### src/rtl/mdu_pkg.sv
// mdu_pkg: shared definitions for the iterative multiply/divide unit.
//   - op encodings (OP_MULTU, OP_MULT, OP_DIVU, OP_DIV)
//   - FSM state encoding (ST_IDLE, ST_RUN, ST_FIX)
//   - is_legal_op / is_div helpers used when an operation is accepted
package mdu_pkg;

  localparam logic [2:0] OP_MULTU = 3'b000;
  localparam logic [2:0] OP_MULT  = 3'b001;
  localparam logic [2:0] OP_DIVU  = 3'b010;
  localparam logic [2:0] OP_DIV   = 3'b011;

  typedef enum logic [1:0] {
    ST_IDLE = 2'd0,
    ST_RUN  = 2'd1,
    ST_FIX  = 2'd2
  } state_t;

  function automatic logic is_legal_op(input logic [2:0] op);
    return (op == OP_MULTU) || (op == OP_MULT) ||
           (op == OP_DIVU)  || (op == OP_DIV);
  endfunction

  function automatic logic is_div(input logic [2:0] op);
    return (op == OP_DIVU) || (op == OP_DIV);
  endfunction

endpackage

### src/rtl/mdu_sign_fix.sv
// mdu_sign_fix: conditional two's-complement negate.
//   in_i  [W-1:0]  value
//   neg_i          1 = output -in_i, 0 = pass through
//   out_o [W-1:0]  result
// Used both to turn signed operands into magnitudes and to re-apply the
// sign to the unsigned product / quotient / remainder.
module mdu_sign_fix #(
  parameter int W = 32
) (
  input  logic [W-1:0] in_i,
  input  logic         neg_i,
  output logic [W-1:0] out_o
);

  assign out_o = neg_i ? (~in_i + W'(1)) : in_i;

endmodule

### src/rtl/mdu_iterative.sv
// mdu_iterative: multicycle MIPS MULT/MULTU/DIV/DIVU unit with HI/LO.
//
// Ports:
//   clk, rst_n          clock (rising edge), async active-low reset
//   start, op[2:0]      launch request and opcode (sampled only when idle)
//   op_a, op_b          multiplicand/dividend, multiplier/divisor
//   hi_we, lo_we, wdata direct HI/LO writes (MTHI/MTLO), idle only
//   busy                operation in flight (RUN and FIX states)
//   done                one-cycle pulse, HI/LO hold the new result
//   div_by_zero         sticky flag from the last DIV/DIVU
//   hi, lo              architectural HI/LO registers
//   zf                  hi==0 && lo==0
//   dbg_state           current FSM state (mdu_pkg::state_t encoding)
//
// Handshake: a request is taken on a rising edge where busy=0, start=1 and
// op is legal. busy then stays high for WIDTH+1 cycles (WIDTH RUN
// iterations plus the FIX cycle); done pulses in the first cycle after,
// when busy is already low, so a new start may be presented in that same
// cycle. start while busy=1 is dropped, not queued.
//
// Build option: MDU_SIGNED_EN enables signed MULT/DIV. Without it the
// sign-conditioning logic is absent and MULT/DIV behave as MULTU/DIVU.
module mdu_iterative
  import mdu_pkg::*;
#(
  parameter int WIDTH = 32
) (
  input  logic             clk,
  input  logic             rst_n,
  input  logic             start,
  input  logic [2:0]       op,
  input  logic [WIDTH-1:0] op_a,
  input  logic [WIDTH-1:0] op_b,
  input  logic             hi_we,
  input  logic             lo_we,
  input  logic [WIDTH-1:0] wdata,
  output logic             busy,
  output logic             done,
  output logic             div_by_zero,
  output logic [WIDTH-1:0] hi,
  output logic [WIDTH-1:0] lo,
  output logic             zf,
  output logic [1:0]       dbg_state
);

  localparam int CNT_W = $clog2(WIDTH) + 1;

  state_t state_q, state_d;

  // FSM-decoded controls
  logic ld_en;    // accept a new operation this cycle
  logic iter_en;  // one shift-add / restoring-divide step
  logic fix_en;   // sign fix and HI/LO write-back

  // Datapath state.
  // mult: {acc_q[W-1:0], sr_q} is the growing product, mcand_q = |op_a|
  // div : acc_q is the W+1 bit partial remainder, sr_q shifts dividend
  //       bits out at the top and quotient bits in at the bottom,
  //       mcand_q = |op_b| (divisor)
  logic [CNT_W-1:0] cnt_q, cnt_d;
  logic             div_q, div_d;
  logic [WIDTH:0]   acc_q, acc_d;
  logic [WIDTH-1:0] sr_q, sr_d;
  logic [WIDTH-1:0] mcand_q, mcand_d;
  logic             dbz_pend_q, dbz_pend_d;
  logic             dbz_q, dbz_d;
  logic             done_q, done_d;
  logic [WIDTH-1:0] hi_q, hi_d;
  logic [WIDTH-1:0] lo_q, lo_d;

  logic [WIDTH-1:0]   mag_a, mag_b;
  logic [2*WIDTH-1:0] prod_res;
  logic [WIDTH-1:0]   quot_res, rem_res;

  logic [WIDTH:0] prod_sum;
  logic [WIDTH:0] div_shift;
  logic [WIDTH:0] div_diff;
  logic           div_ge;

  // ---------------------------------------------------------------------
  // Sign conditioning
  // ---------------------------------------------------------------------
`ifdef MDU_SIGNED_EN
  logic a_neg, b_neg;
  logic neg_res_q, neg_rem_q;

  assign a_neg = op[0] & op_a[WIDTH-1];
  assign b_neg = op[0] & op_b[WIDTH-1];

  // Product/quotient sign is the XOR of operand signs; the remainder
  // follows the dividend.
  always_ff @(posedge clk or negedge rst_n) begin
    if (!rst_n) begin
      neg_res_q <= 1'b0;
      neg_rem_q <= 1'b0;
    end else if (ld_en) begin
      neg_res_q <= a_neg ^ b_neg;
      neg_rem_q <= a_neg;
    end
  end

  mdu_sign_fix #(.W(WIDTH)) u_mag_a (
    .in_i (op_a), .neg_i(a_neg), .out_o(mag_a)
  );
  mdu_sign_fix #(.W(WIDTH)) u_mag_b (
    .in_i (op_b), .neg_i(b_neg), .out_o(mag_b)
  );
  mdu_sign_fix #(.W(2*WIDTH)) u_fix_prod (
    .in_i ({acc_q[WIDTH-1:0], sr_q}), .neg_i(neg_res_q), .out_o(prod_res)
  );
  mdu_sign_fix #(.W(WIDTH)) u_fix_quot (
    .in_i (sr_q), .neg_i(neg_res_q), .out_o(quot_res)
  );
  mdu_sign_fix #(.W(WIDTH)) u_fix_rem (
    .in_i (acc_q[WIDTH-1:0]), .neg_i(neg_rem_q), .out_o(rem_res)
  );
`else
  assign mag_a    = op_a;
  assign mag_b    = op_b;
  assign prod_res = {acc_q[WIDTH-1:0], sr_q};
  assign quot_res = sr_q;
  assign rem_res  = acc_q[WIDTH-1:0];
`endif

  // ---------------------------------------------------------------------
  // FSM: state register
  // ---------------------------------------------------------------------
  always_ff @(posedge clk or negedge rst_n) begin
    if (!rst_n) state_q <= ST_IDLE;
    else        state_q <= state_d;
  end

  // FSM: next state
  always_comb begin
    state_d = state_q;
    case (state_q)
      ST_IDLE: if (start && is_legal_op(op)) state_d = ST_RUN;
      ST_RUN:  if (cnt_q == CNT_W'(WIDTH - 1)) state_d = ST_FIX;
      ST_FIX:  state_d = ST_IDLE;
      default: state_d = ST_IDLE;
    endcase
  end

  // FSM: outputs
  always_comb begin
    busy    = 1'b0;
    ld_en   = 1'b0;
    iter_en = 1'b0;
    fix_en  = 1'b0;
    case (state_q)
      ST_IDLE: ld_en = start && is_legal_op(op);
      ST_RUN: begin
        busy    = 1'b1;
        iter_en = 1'b1;
      end
      ST_FIX: begin
        busy   = 1'b1;
        fix_en = 1'b1;
      end
      default: ;
    endcase
  end

  // ---------------------------------------------------------------------
  // Iteration arithmetic
  // ---------------------------------------------------------------------
  // Shift-add: add the multiplicand when the current multiplier LSB is set;
  // the carry becomes the new top bit after the right shift.
  assign prod_sum = {1'b0, acc_q[WIDTH-1:0]} +
                    (sr_q[0] ? {1'b0, mcand_q} : {(WIDTH+1){1'b0}});

  // Restoring divide: bring down the next dividend bit and trial-subtract.
  // The partial remainder is always < divisor, so the shifted value fits
  // in W+1 bits and the compare stands in for the borrow.
  assign div_shift = {acc_q[WIDTH-1:0], sr_q[WIDTH-1]};
  assign div_ge    = (div_shift >= {1'b0, mcand_q});
  assign div_diff  = div_shift - {1'b0, mcand_q};

  // ---------------------------------------------------------------------
  // Datapath next state
  // ---------------------------------------------------------------------
  always_comb begin
    cnt_d      = cnt_q;
    div_d      = div_q;
    acc_d      = acc_q;
    sr_d       = sr_q;
    mcand_d    = mcand_q;
    dbz_pend_d = dbz_pend_q;
    dbz_d      = dbz_q;
    done_d     = fix_en;
    hi_d       = hi_q;
    lo_d       = lo_q;

    // Direct writes only while idle; may coincide with an accepted start.
    if (!busy) begin
      if (hi_we) hi_d = wdata;
      if (lo_we) lo_d = wdata;
    end

    if (ld_en) begin
      cnt_d      = '0;
      acc_d      = '0;
      div_d      = is_div(op);
      mcand_d    = is_div(op) ? mag_b : mag_a;
      sr_d       = is_div(op) ? mag_a : mag_b;
      dbz_pend_d = is_div(op) && (op_b == '0);
      if (is_div(op) && (op_b != '0)) dbz_d = 1'b0;
    end

    if (iter_en) begin
      cnt_d = cnt_q + CNT_W'(1);
      if (div_q) begin
        acc_d = div_ge ? div_diff : div_shift;
        sr_d  = {sr_q[WIDTH-2:0], div_ge};
      end else begin
        acc_d = {1'b0, prod_sum[WIDTH:1]};
        sr_d  = {prod_sum[0], sr_q[WIDTH-1:1]};
      end
    end

    if (fix_en) begin
      if (div_q) begin
        // A zero divisor naturally leaves remainder = |dividend|; the
        // quotient is forced to all ones regardless of sign correction.
        lo_d  = dbz_pend_q ? '1 : quot_res;
        hi_d  = rem_res;
        dbz_d = dbz_pend_q;
      end else begin
        hi_d = prod_res[2*WIDTH-1:WIDTH];
        lo_d = prod_res[WIDTH-1:0];
      end
    end
  end

  always_ff @(posedge clk or negedge rst_n) begin
    if (!rst_n) begin
      cnt_q      <= '0;
      div_q      <= 1'b0;
      acc_q      <= '0;
      sr_q       <= '0;
      mcand_q    <= '0;
      dbz_pend_q <= 1'b0;
      dbz_q      <= 1'b0;
      done_q     <= 1'b0;
      hi_q       <= '0;
      lo_q       <= '0;
    end else begin
      cnt_q      <= cnt_d;
      div_q      <= div_d;
      acc_q      <= acc_d;
      sr_q       <= sr_d;
      mcand_q    <= mcand_d;
      dbz_pend_q <= dbz_pend_d;
      dbz_q      <= dbz_d;
      done_q     <= done_d;
      hi_q       <= hi_d;
      lo_q       <= lo_d;
    end
  end

  assign done        = done_q;
  assign div_by_zero = dbz_q;
  assign hi          = hi_q;
  assign lo          = lo_q;
  assign zf          = (hi_q == '0) && (lo_q == '0);
  assign dbg_state   = state_q;

endmodule
### config.mk
export PLATFORM = sky130hd
export DESIGN_NAME = mdu_iterative
export DESIGN_NICKNAME = d
export VERILOG_FILES = /design/src/rtl/mdu_pkg.sv /design/src/rtl/mdu_sign_fix.sv /design/src/rtl/mdu_iterative.sv
export SDC_FILE = /design/constraint.sdc
export NUM_CORES = 1
export LEC_CHECK = 0
export CAP_MARGIN = 20
export CORE_MARGIN = 2
export CORE_UTILIZATION = 56
export DETAILED_ROUTE_END_ITERATION = 6
export HOLD_SLACK_MARGIN = 0.08
export PLACE_DENSITY = 0.81
export SETUP_SLACK_MARGIN = 0.3
export SYNTH_ARGS = -nofsm -noshare
export SYNTH_HDL_FRONTEND = slang
export SYNTH_SLANG_ARGS = --single-unit
### constraint.sdc
create_clock -name clk -period 5.87 [get_ports clk]
set_clock_uncertainty 0.15 [all_clocks]
set_input_delay 1.174 -clock clk [delete_from_list [all_inputs] [get_ports clk]]
set_output_delay 1.174 -clock clk [all_outputs]
set_load 0.01 [all_outputs]
==> impl_metrics.csv <==
group,metric,value,unit
detailed_routing,avgViaCountPerCell,6.34,
clock_network,cts_hold_buf,0,
clock_network,cts.sinks,172,
floorplan,core-area,0.0218,mm²
worst_setup_path,crit_type,"flop to flop",
power,total_power,0.00856,W
finish,design_area,0.0150,mm²
worst_setup_path,crit_arrival,4570,ps
timing,rsz0062_at_grt,"false",
detailed_routing,route.detailed.wl_per_inst,20.2,µm
detailed_routing,drt_iter0_drc,1075,
timing,fin_setup_tns,0,ps
detailed_routing,ant_nets,0,
clock_network,ctsLongestPathBuffers,2,
status,status,"finished, final reports clean",
synth,ys_ff_latch,172,
worst_setup_path,cp-end-kind,"flop",
timing,slew_viol_final,0,
synth,yosys_warnings,0,
global_route,grt_usage,33.3,%
synth,ys_seq_area_share,34.5,%
clock_network,cts_resized,0,
floorplan,num_io_pins,174,
worst_setup_path,worstSetupStartpointType,"flop",
power,powerDensity,572,mW/mm²
synth,syn_avg_cell_area,7.99,µm²
clock_network,cts_buffers,17,
timing,finalHoldViolations,0,
detailed_routing,route.vias.total,12500,
timing,setup_violations,0,
floorplan,rows,54,
clock_network,postCtsSetupRepairBufs,0,
synth,synthFlopType,"dfrtp_1",
synth,syn-instance-count,1561,
finish,fillers,1804,
finish,fin_nets,1846,
synth,ys_async_sr_fraction,100,%
detailed_routing,dr.pass1.iters,6,
global_route,grt.busiest_layer,"met2",
timing,tightest_slew,1160,ps
global_route,antenna_found_initial,0,
synth,synth_edf_count,0,
place,dpl_cell_area,0.0144,mm²
synth,ys_types,63,
clock_network,root_buffer,"clkbuf_16",
place,port_buffers,172,
detailed_routing,wirelength,39700,µm
floorplan,initial_utilization,57.2,%
synth,synth_fa_ha_area_share,7.24,%
timing,min_period_over_period,74.8,%
global_route,grt_overflow,0,
synth,synth_compound_area_share,26.0,%
timing,layout_min_cycle_time,4390,ps
finish,diodes,0,
clock_network,cts_tree,"built",
min_path,hold_path.class,"flop to flop",
place,dp_hpwl,29500,µm
worst_setup_path,crit_path_max_fanout,35,
floorplan,fp.dieW,153,µm
global_route,grt_pass1_vias,11800,
finish,instances_no_fill,1964,
worst_setup_path,critPathRequiredTime,6050,ps
timing,fmax,228,MHz
synth,synth_top_family_by_area,"compound AO/OA/AOI/OAI gates",
clock_network,clk_pin_slew,80,ps
synth,syn_area,0.0125,mm²
detailed_routing,drcViolationCount,0,
global_route,grtUsageMet1,43.1,%
finish,drive_gt1_share,4.39,%
global_route,grt_pass1_wl,62800,µm
clock_network,insertion_delay,450,ps
floorplan,die_area,0.0235,mm²
power,p_leak,6.53,nW
global_route,grt_use_met3,5.25,%
global_route,met2_usage,55.1,%
synth,synthesis.nets,1736,
flow_run,cap_violations,0,
global_route,grt_max_degree,107,
place,dp_cells,1931,
place,gp_congestion,0.987,
synth,yosys.area_share.simple,19.2,%
synth,synth.area.mux_share,4.52,%
synth,synth_xor_area_share,3.79,%
timing,timing.slew.headroom,22.6,%
clock_network,htreeDepth,4,
floorplan,die_y,153,µm
finish,areaGrowthSynthToFinish,19.9,%
power,peakVddDrop,0.242,mV
layer usage:
metal  vias up  part of all wire, %
met5         -                    0
met4         0                  4.6
met3       109                  6.9
met2       564                   48
met1      5973                   41
li1       5807                    -
area by class of cell:
cell class	count	area [µm²]	area share (%)
Multi-Input combinational cell	1235	7640	51.1
Clock inverter	15	174	1.16
Clock buffer	17	425	2.84
Sequential cell	172	4310	28.8
Inverter	56	210	1.40
Timing Repair Buffer	189	1860	12.4
Tap cell	280	350	2.34
synth_stat cells (all sizes together), types with 18 or more instances:
master	instances	area share, %
nand2	239	7.2
a21o	30	1.8
inv	56	1.7
mux2i	53	4.3
nor2	106	3.2
xnor2	33	2.3
nand4	19	0.95
o21ai	98	3.9
nor2b	38	1.9
a31oi	41	2.1
nand3	19	0.76
nor4	28	1.4
ha	69	6.9
buf	18	0.66
dfrtp	172	34
a211oi	43	2.6
a21oi	224	9.0
xor2	21	1.5
and2	38	1.9
clkbuf	80	2.4
placed cells by master (no fill, tap or decap), types with 11 or more instances in the layout:
| master | count |
|---|---|
| nor4_1 | 28 |
| nand4_1 | 19 |
| a211oi_1 | 43 |
| clkdlybuf4s50_1 | 171 |
| nor2_1 | 104 |
| dfrtp_1 | 171 |
| xnor2_1 | 33 |
| a22oi_1 | 17 |
| ha_1 | 67 |
| a21o_1 | 30 |
| mux2i_1 | 53 |
| clkbuf_16 | 17 |
| buf_4 | 16 |
| a21oi_1 | 223 |
| inv_1 | 56 |
| nand3_1 | 19 |
| o21ai_0 | 73 |
| nand2_1 | 238 |
| nand2b_1 | 11 |
| o211ai_1 | 13 |
| nor2b_1 | 37 |
| a31oi_1 | 41 |
| o21ai_1 | 25 |
| and2_1 | 38 |
| xor2_1 | 21 |
| o21bai_1 | 15 |
path summary, 6_finish.rpt:
check,startpoint,slack [ps],depth (start not counted),end
max in group asynchronous,rst_n,3730,2,acc_q[31]
worst min-delay path,hi[23],360,2,hi[23]
worst min register to register,hi[23],360,2,hi[23]
worst max-delay path,quot_res[0],1480,13,acc_q[25]
min in group asynchronous,rst_n,650,1,mcand_q[12]
worst max register to register,quot_res[0],1480,13,acc_q[25]
cell families after synthesis:
group	count (synthesis)
XOR/XNOR	54
adder cells (fa/ha/maj)	71
AO/OA/AOI/OAI	529
buffers and inverters	154
AND/OR/NAND/NOR	525
flip-flops	172
multiplexers	56
per-stage QoR:
step	hold WS, ps	utilization [%]	setup WS, ps
5_1_grt	387	68.6	1330
4_1_cts	366	68.5	1590
6_report	363	68.6	1480
2_1_floorplan	304	-	2710
3_3_place_gp	323	65.8	1700
3_5_place_dp	347	65.8	1610
registers in the layout, summed over array words and instances, names as in the netlist:
register	cells
mcand_q	32
div_q	1
cnt_q	6
lo	32
acc_q	32
hi	32
div_by_zero	1
done	1
dbg_state	2
quot_res	32
dbz_pend_q	1
critical path, stage by stage, from the launching register on:
cell,delay [ps]
dfrtp_1,1110
and2_1,250
ha_1,210
inv_1,70
fa_1,380
nand2b_1,200
a21oi_1,320
o41ai_4,150
o31ai_2,450
a221oi_4,160
o21ai_1,230
a31oi_1,130
xnor2_1,150
a221o_1,310
report_power, final:
group	total [W]	internal [W]	switching, W
clock network	0.00115	0.000574	0.000579
registers	0.00249	0.00173	0.000768
logic	0.00492	0.00218	0.00273
total	0.00856	0.00448	0.00408
No activity file was read; power rests on OpenSTA's default activity.
